<file path="src/rtl/uart_rx_pkg.sv">
// uart_rx_pkg: definitions shared by the UART receiver control slice.
//   state_t          - controller FSM state encoding (IDLE..DONE)
//   MIN_PRESCALE     - smallest oversampling ratio the receiver runs at
//   CHK_OFFSET       - checkers evaluate CHK_OFFSET ticks after mid-bit
//   clamp_prescale() - effective prescale, max(pres, min_p)
//   chk_tick()       - tick index at which the bit checkers evaluate
package uart_rx_pkg;

    typedef enum logic [2:0] {
        IDLE   = 3'd0,
        START  = 3'd1,
        DATA   = 3'd2,
        PARITY = 3'd3,
        STOP   = 3'd4,
        DONE   = 3'd5
    } state_t;

    localparam int MIN_PRESCALE = 8;
    localparam int CHK_OFFSET   = 2;

    function automatic logic [7:0] clamp_prescale(input logic [7:0] pres,
                                                  input logic [7:0] min_p);
        return (pres < min_p) ? min_p : pres;
    endfunction

    // With P >= 8 this is always at most P-2, so a checker verdict is
    // settled before the controller reads it on the last tick.
    function automatic logic [7:0] chk_tick(input logic [7:0] p);
        return (p >> 1) + 8'(CHK_OFFSET);
    endfunction

endpackage

</file>
<file path="src/rtl/uart_rx_edge_bit_cnt.sv">
// uart_rx_edge_bit_cnt: oversampling tick counter and frame bit counter.
//   CLK, RST  - clock, asynchronous active-low reset
//   clr       - force both counters to 0 (wins over run)
//   run       - advance the tick counter this cycle
//   lt        - last tick index of a bit (P-1)
//   edge_cnt  - tick index within the current bit
//   bit_cnt   - bit index within the frame
//   at_lt     - running and on the last tick of the current bit
module uart_rx_edge_bit_cnt (
    input  logic       CLK,
    input  logic       RST,
    input  logic       clr,
    input  logic       run,
    input  logic [7:0] lt,
    output logic [7:0] edge_cnt,
    output logic [3:0] bit_cnt,
    output logic       at_lt
);

    assign at_lt = run && (edge_cnt == lt);

    always_ff @(posedge CLK or negedge RST) begin
        if (!RST) begin
            edge_cnt <= '0;
            bit_cnt  <= '0;
        end else if (clr) begin
            edge_cnt <= '0;
            bit_cnt  <= '0;
        end else if (run) begin
            if (edge_cnt == lt) begin
                edge_cnt <= '0;
                bit_cnt  <= bit_cnt + 4'd1;
            end else begin
                edge_cnt <= edge_cnt + 8'd1;
            end
        end
    end

endmodule

</file>
<file path="src/rtl/uart_rx_ctrl.sv">
// uart_rx_ctrl: sequencing controller of the UART receiver.
// Walks each frame through start, data, optional parity and stop bits,
// drives the checker/sampler enables and reports the frame verdict.
//   CLK, RST                 - oversampling clock, async active-low reset
//   Rx_In                    - serial line (idle high); only watched in IDLE/DONE
//   Prescale                 - oversampling ratio, clamped to MIN_PRESCALE
//   Par_En                   - parity bit present, latched at frame start
//   Strt_Glitch/Par_Err/Stp_Err - checker verdicts, read on a bit's last tick
//   Edge_Cnt, Bit_Cnt        - tick within bit, bit within frame
//   *_En                     - level enables for sampler and checkers
//   Data_Valid/Parity_Error/Frame_Error - one-cycle verdict pulses in DONE
//   Busy                     - controller not idle
module uart_rx_ctrl #(
    parameter int DATA_WIDTH   = 8,
    parameter int MIN_PRESCALE = uart_rx_pkg::MIN_PRESCALE
) (
    input  logic       CLK,
    input  logic       RST,
    input  logic       Rx_In,
    input  logic [7:0] Prescale,
    input  logic       Par_En,
    input  logic       Strt_Glitch,
    input  logic       Par_Err,
    input  logic       Stp_Err,
    output logic [7:0] Edge_Cnt,
    output logic [3:0] Bit_Cnt,
    output logic       Dat_Samp_En,
    output logic       Strt_Chk_En,
    output logic       Deser_En,
    output logic       Par_Chk_En,
    output logic       Stp_Chk_En,
    output logic       Data_Valid,
    output logic       Parity_Error,
    output logic       Frame_Error,
    output logic       Busy
);

    import uart_rx_pkg::*;

    localparam logic [3:0] LAST_DATA = 4'(DATA_WIDTH);

    state_t     state, state_nx;
    logic       par_en_q, par_en_nx;
    logic       par_flag, par_flag_nx;
    logic       dv_nx, pe_nx, fe_nx;
    logic [7:0] p_eff, lt;
    logic       run, clr, at_lt;

    assign p_eff = clamp_prescale(Prescale, 8'(MIN_PRESCALE));
    assign lt    = p_eff - 8'd1;

    // Counters only run inside a frame; they are zeroed whenever the frame
    // ends (DONE) or aborts (IDLE), so the next START always begins at 0.
    assign run = (state == START) || (state == DATA) ||
                 (state == PARITY) || (state == STOP);
    assign clr = !run || (state_nx == IDLE) || (state_nx == DONE);

    uart_rx_edge_bit_cnt u_cnt (
        .CLK      (CLK),
        .RST      (RST),
        .clr      (clr),
        .run      (run),
        .lt       (lt),
        .edge_cnt (Edge_Cnt),
        .bit_cnt  (Bit_Cnt),
        .at_lt    (at_lt)
    );

    always_comb begin
        state_nx    = state;
        par_en_nx   = par_en_q;
        par_flag_nx = par_flag;
        dv_nx       = 1'b0;
        pe_nx       = 1'b0;
        fe_nx       = 1'b0;
        case (state)
            IDLE: begin
                if (!Rx_In) begin
                    state_nx    = START;
                    par_en_nx   = Par_En;
                    par_flag_nx = 1'b0;
                end
            end
            START: begin
                if (at_lt) state_nx = Strt_Glitch ? IDLE : DATA;
            end
            DATA: begin
                if (at_lt && (Bit_Cnt == LAST_DATA))
                    state_nx = par_en_q ? PARITY : STOP;
            end
            PARITY: begin
                if (at_lt) begin
                    state_nx    = STOP;
                    par_flag_nx = Par_Err;
                end
            end
            STOP: begin
                // Verdict pulses are computed here and registered so they
                // appear for exactly the single DONE cycle.
                if (at_lt) begin
                    state_nx = DONE;
                    dv_nx    = !par_flag && !Stp_Err;
                    pe_nx    = par_flag;
                    fe_nx    = Stp_Err;
                end
            end
            DONE: begin
                if (!Rx_In) begin
                    state_nx    = START;
                    par_en_nx   = Par_En;
                    par_flag_nx = 1'b0;
                end else begin
                    state_nx = IDLE;
                end
            end
            default: state_nx = IDLE;
        endcase
    end

    // Enables decode the next state and are registered alongside it.
    always_ff @(posedge CLK or negedge RST) begin
        if (!RST) begin
            state        <= IDLE;
            par_en_q     <= 1'b0;
            par_flag     <= 1'b0;
            Dat_Samp_En  <= 1'b0;
            Strt_Chk_En  <= 1'b0;
            Deser_En     <= 1'b0;
            Par_Chk_En   <= 1'b0;
            Stp_Chk_En   <= 1'b0;
            Data_Valid   <= 1'b0;
            Parity_Error <= 1'b0;
            Frame_Error  <= 1'b0;
            Busy         <= 1'b0;
        end else begin
            state        <= state_nx;
            par_en_q     <= par_en_nx;
            par_flag     <= par_flag_nx;
            Dat_Samp_En  <= (state_nx == START) || (state_nx == DATA) ||
                            (state_nx == PARITY) || (state_nx == STOP);
            Strt_Chk_En  <= (state_nx == START);
            Deser_En     <= (state_nx == DATA);
            Par_Chk_En   <= (state_nx == PARITY);
            Stp_Chk_En   <= (state_nx == STOP);
            Data_Valid   <= dv_nx;
            Parity_Error <= pe_nx;
            Frame_Error  <= fe_nx;
            Busy         <= (state_nx != IDLE);
        end
    end

endmodule
</file>
<file path="config.mk">
export PLATFORM = sky130hd
export DESIGN_NAME = uart_rx_ctrl
export DESIGN_NICKNAME = d
export VERILOG_FILES = /design/src/rtl/uart_rx_pkg.sv /design/src/rtl/uart_rx_edge_bit_cnt.sv /design/src/rtl/uart_rx_ctrl.sv
export SDC_FILE = /design/constraint.sdc
export NUM_CORES = 1
export LEC_CHECK = 0
export BUFFER_PORTS_ARGS = -buffer_cell sky130_fd_sc_hd__buf_2
export CORE_MARGIN = 3
export CORE_UTILIZATION = 58
export CTS_CLUSTER_DIAMETER = 60
export CTS_CLUSTER_SIZE = 12
export DETAILED_ROUTE_END_ITERATION = 12
export PLACE_DENSITY_LB_ADDON = 0.12
export SYNTH_ARGS = -nofsm -noshare
export SYNTH_HDL_FRONTEND = slang
export SYNTH_SLANG_ARGS = --single-unit
</file>
<file path="constraint.sdc">
create_clock -name CLK -period 4.8 [get_ports CLK]
set_input_delay 0.24 -clock CLK [delete_from_list [all_inputs] [get_ports CLK]]
set_output_delay 0.24 -clock CLK [all_outputs]
set_load 0.02 [all_outputs]
</file>
==> results.md <==
- Outcome: completed
- Hold Slack: 0.0758 ns
- Most frequent cells in the layout: buf_2 (35), dfrtp_1 (26), nor2_1 (18), nand2_1 (15), a21oi_1 (9)
- Remaining DRCs: 0
- Largest net degree at the start of global routing: 27
- Power per cell area: 426 mW/mm^2
- Worst path arrival time: 4.18 ns
- H-Tree Depth: 1
- Crit path kind: in2reg
- Antenna Cells: 0
- Clock Skew: 0.00963 ns
- Initial Util: 62.7%
- Die H: 58.7 um
- Ys async rst share: 100%
- HP Class: in2reg
- Clock-pin slew on the worst setup and hold paths: 0.15 ns
- Max-cap viol count: 0
- Least-Margin Pin Slew: 0.732 ns
- Nets: 226
- Slew margin rel.: 50.7%
- Sequential fraction of the synthesis area: 40.4%
- Synth cell types: 44
- Setup ws final: 0.859 ns
- Mapped Cells: 170
- Clk buf depth: 2
- Final hold viol count: 0
- First-pass GRT wire length: 6.22 mm
- LEAKAGE: 0.861 nW
- Total Power: 0.796 mW
- Critical path endpoint category: register
- Router iterations before antenna repair: 4
- Post-synth EDFFs: 0
- Leading cell type in the layout, fill and taps excluded: buf_2
- Final wirelength: 3.61 mm
- RSZ-0062 raised after global routing: no
- Antenna-violating nets left: 0
- Via-per-instance ratio: 6.02
- Row Count: 18
- CTS Sinks: 26
- Vias: 1421
- Reg-to-Reg Start: u_cnt.edge_cnt[4]
- Setup TNS: 0 ns
- Num CTS Buffers: 3
- Core area: 0.00257 sq mm
- Total grt overflow: 0
- Clk root buf: clkbuf_4
- RePlAce Congestion: 0.901
- Critical Path Source Type: primary input
- Crit path required time: 5.04 ns
- Syn avg cell area: 9.46 sq um
- Initial antenna violation count: 0
- Post-Syn Area: 0.00161 sq mm
- Vias in the first global route: 1386
- Worst hold start: Stp_Err
- # hold bufs at CTS: 1
- Layout area overhead: 16.3%
- Crit path max fanout: 13
- Fmax: 254 MHz
- Post-cts repair resize count: 0
- Flops & latches, synth: 26
- Routed length per instance: 15.3 um
- Die width: 58.7 um
- Die area: 0.00344 sq mm
- Post-synth top flop: dfrtp_1
- Share of cells above drive strength 1: 25.7%
- Setup Viol. Count Final: 0
- Post-CTS Setup Bufs: 0
- Peak supply drop: 303 uV
- Final Cycle Share: 82.1%
- DP Worst Slack: 0.543 ns
- Boundary Pins: 36
- Warnings from Yosys: 0
- Critical path origin: Prescale[7]
- Design Area, Final: 0.00187 sq mm
- Total GRT Usage: 23.5%
- Final Max Tran Viols: 0
- Clk_lat worst skew: 0.33 ns
- HPWL Detailed: 2.75 mm
- Placed cell areas: 0.00181 sq mm
- Syn nets: 189
- Iter 0 DRT Violations: 72
- Final worst path period need: 3.94 ns
- IO buf count: 35
- CTS tree: done
-- flip-flops by register name (all words and copies together) (netlist names) --
register,cells
u_cnt.edge_cnt,8
u_cnt.bit_cnt,4
state,3
Busy,1
Dat_Samp_En,1
Data_Valid,1
Deser_En,1
Frame_Error,1
Par_Chk_En,1
Parity_Error,1
Stp_Chk_En,1
Strt_Chk_En,1
par_en_q,1
par_flag,1
-- critical path, cell delays in order --
cell and delay (ns):
buf_2 0.13, or4_4 0.57, o21ai_1 0.24, ha_1 0.23
or3b_1 0.48, a2111oi_4 0.33, o221ai_2 0.16, nor4b_4 0.34
nand2_1 0.33, a22oi_1 0.33, nor3b_4 0.45, mux2_4 0.34
-- logic make-up after synthesis --
family	synth area share, %
AO/OA/AOI/OAI	16.3
flip-flops	40.4
multiplexers	4.43
adder cells (fa/ha/maj)	3.11
AND/OR/NAND/NOR	25.8
buffers and inverters	3.42
XOR/XNOR	6.53
-- cell type report --
type	count	area [sq um]
Timing Repair Buffer	37	193
Fill cell	208	697
Inverter	9	33.8
Clock buffer	3	22.5
Tap cell	30	37.5
Multi-Input combinational cell	130	903
Clock inverter	1	30.0
Sequential cell	26	651
-- power breakdown --
part | total [mW] | internal (mW) | switching [mW]
clock | 0.152 | 0.0846 | 0.0678
combinational | 0.322 | 0.126 | 0.196
sequential | 0.322 | 0.266 | 0.0567
-- cells in the mapped netlist (2+ instances only) --
cell type   n  share of area, %
buf_2       2              0.62
inv_1       8               1.9
nor2_1     18               4.2
clkbuf_1    3              0.70
or3_1       4               1.6
dfrtp_1    26                40
o211ai_1    2              0.93
a21oi_1     9               2.8
mux2_4      4               3.7
nor3_1      6               1.9
nand2_1    15               3.5
nand2b_1    3               1.2
and2_1      4               1.6
o21ai_0     7               2.2
nor4_1      3               1.2
and3_1      3               1.2
a21boi_0    2              0.93
nand3_1     8               2.5
o41ai_1     2               1.1
ha_1        4               3.1
a211oi_1    2              0.93
xor2_1      7               3.8
xnor2_1     5               2.7
nand4_1     2              0.78
nor2b_1     2              0.78
-- final timing paths --
| check | end | slack, ns | cells after the start |
|---|---|---|---|
| min in group asynchronous | par_en_q | 0.41 | 2 |
| min reg2reg | Data_Valid | 0.48 | 1 |
| max | u_cnt.bit_cnt[2] | 0.86 | 12 |
| max reg2reg | u_cnt.bit_cnt[2] | 1.70 | 8 |
| max in group asynchronous | u_cnt.edge_cnt[7] | 4.02 | 2 |
| min | Data_Valid | 0.08 | 2 |
-- stage by stage --
step                utilization (%)  instances
floorplan                         -        170
detailed placement             70.4        231
global placement               70.4        231
CTS                            72.9        236
finish                         72.9        236
global route                   72.9        236
-- routing by layer --
metal | routed length, um | vias to the layer above | global-route usage, %
li1 | - | 688 | -
met1 | 1560 | 675 | 30.7
met2 | 1720 | 50 | 37.6
met3 | 258 | 8 | 6.14
met4 | 64 | 0 | 8.74
met5 | 0 | - | 0
No activity file was read; power rests on OpenSTA's default activity.
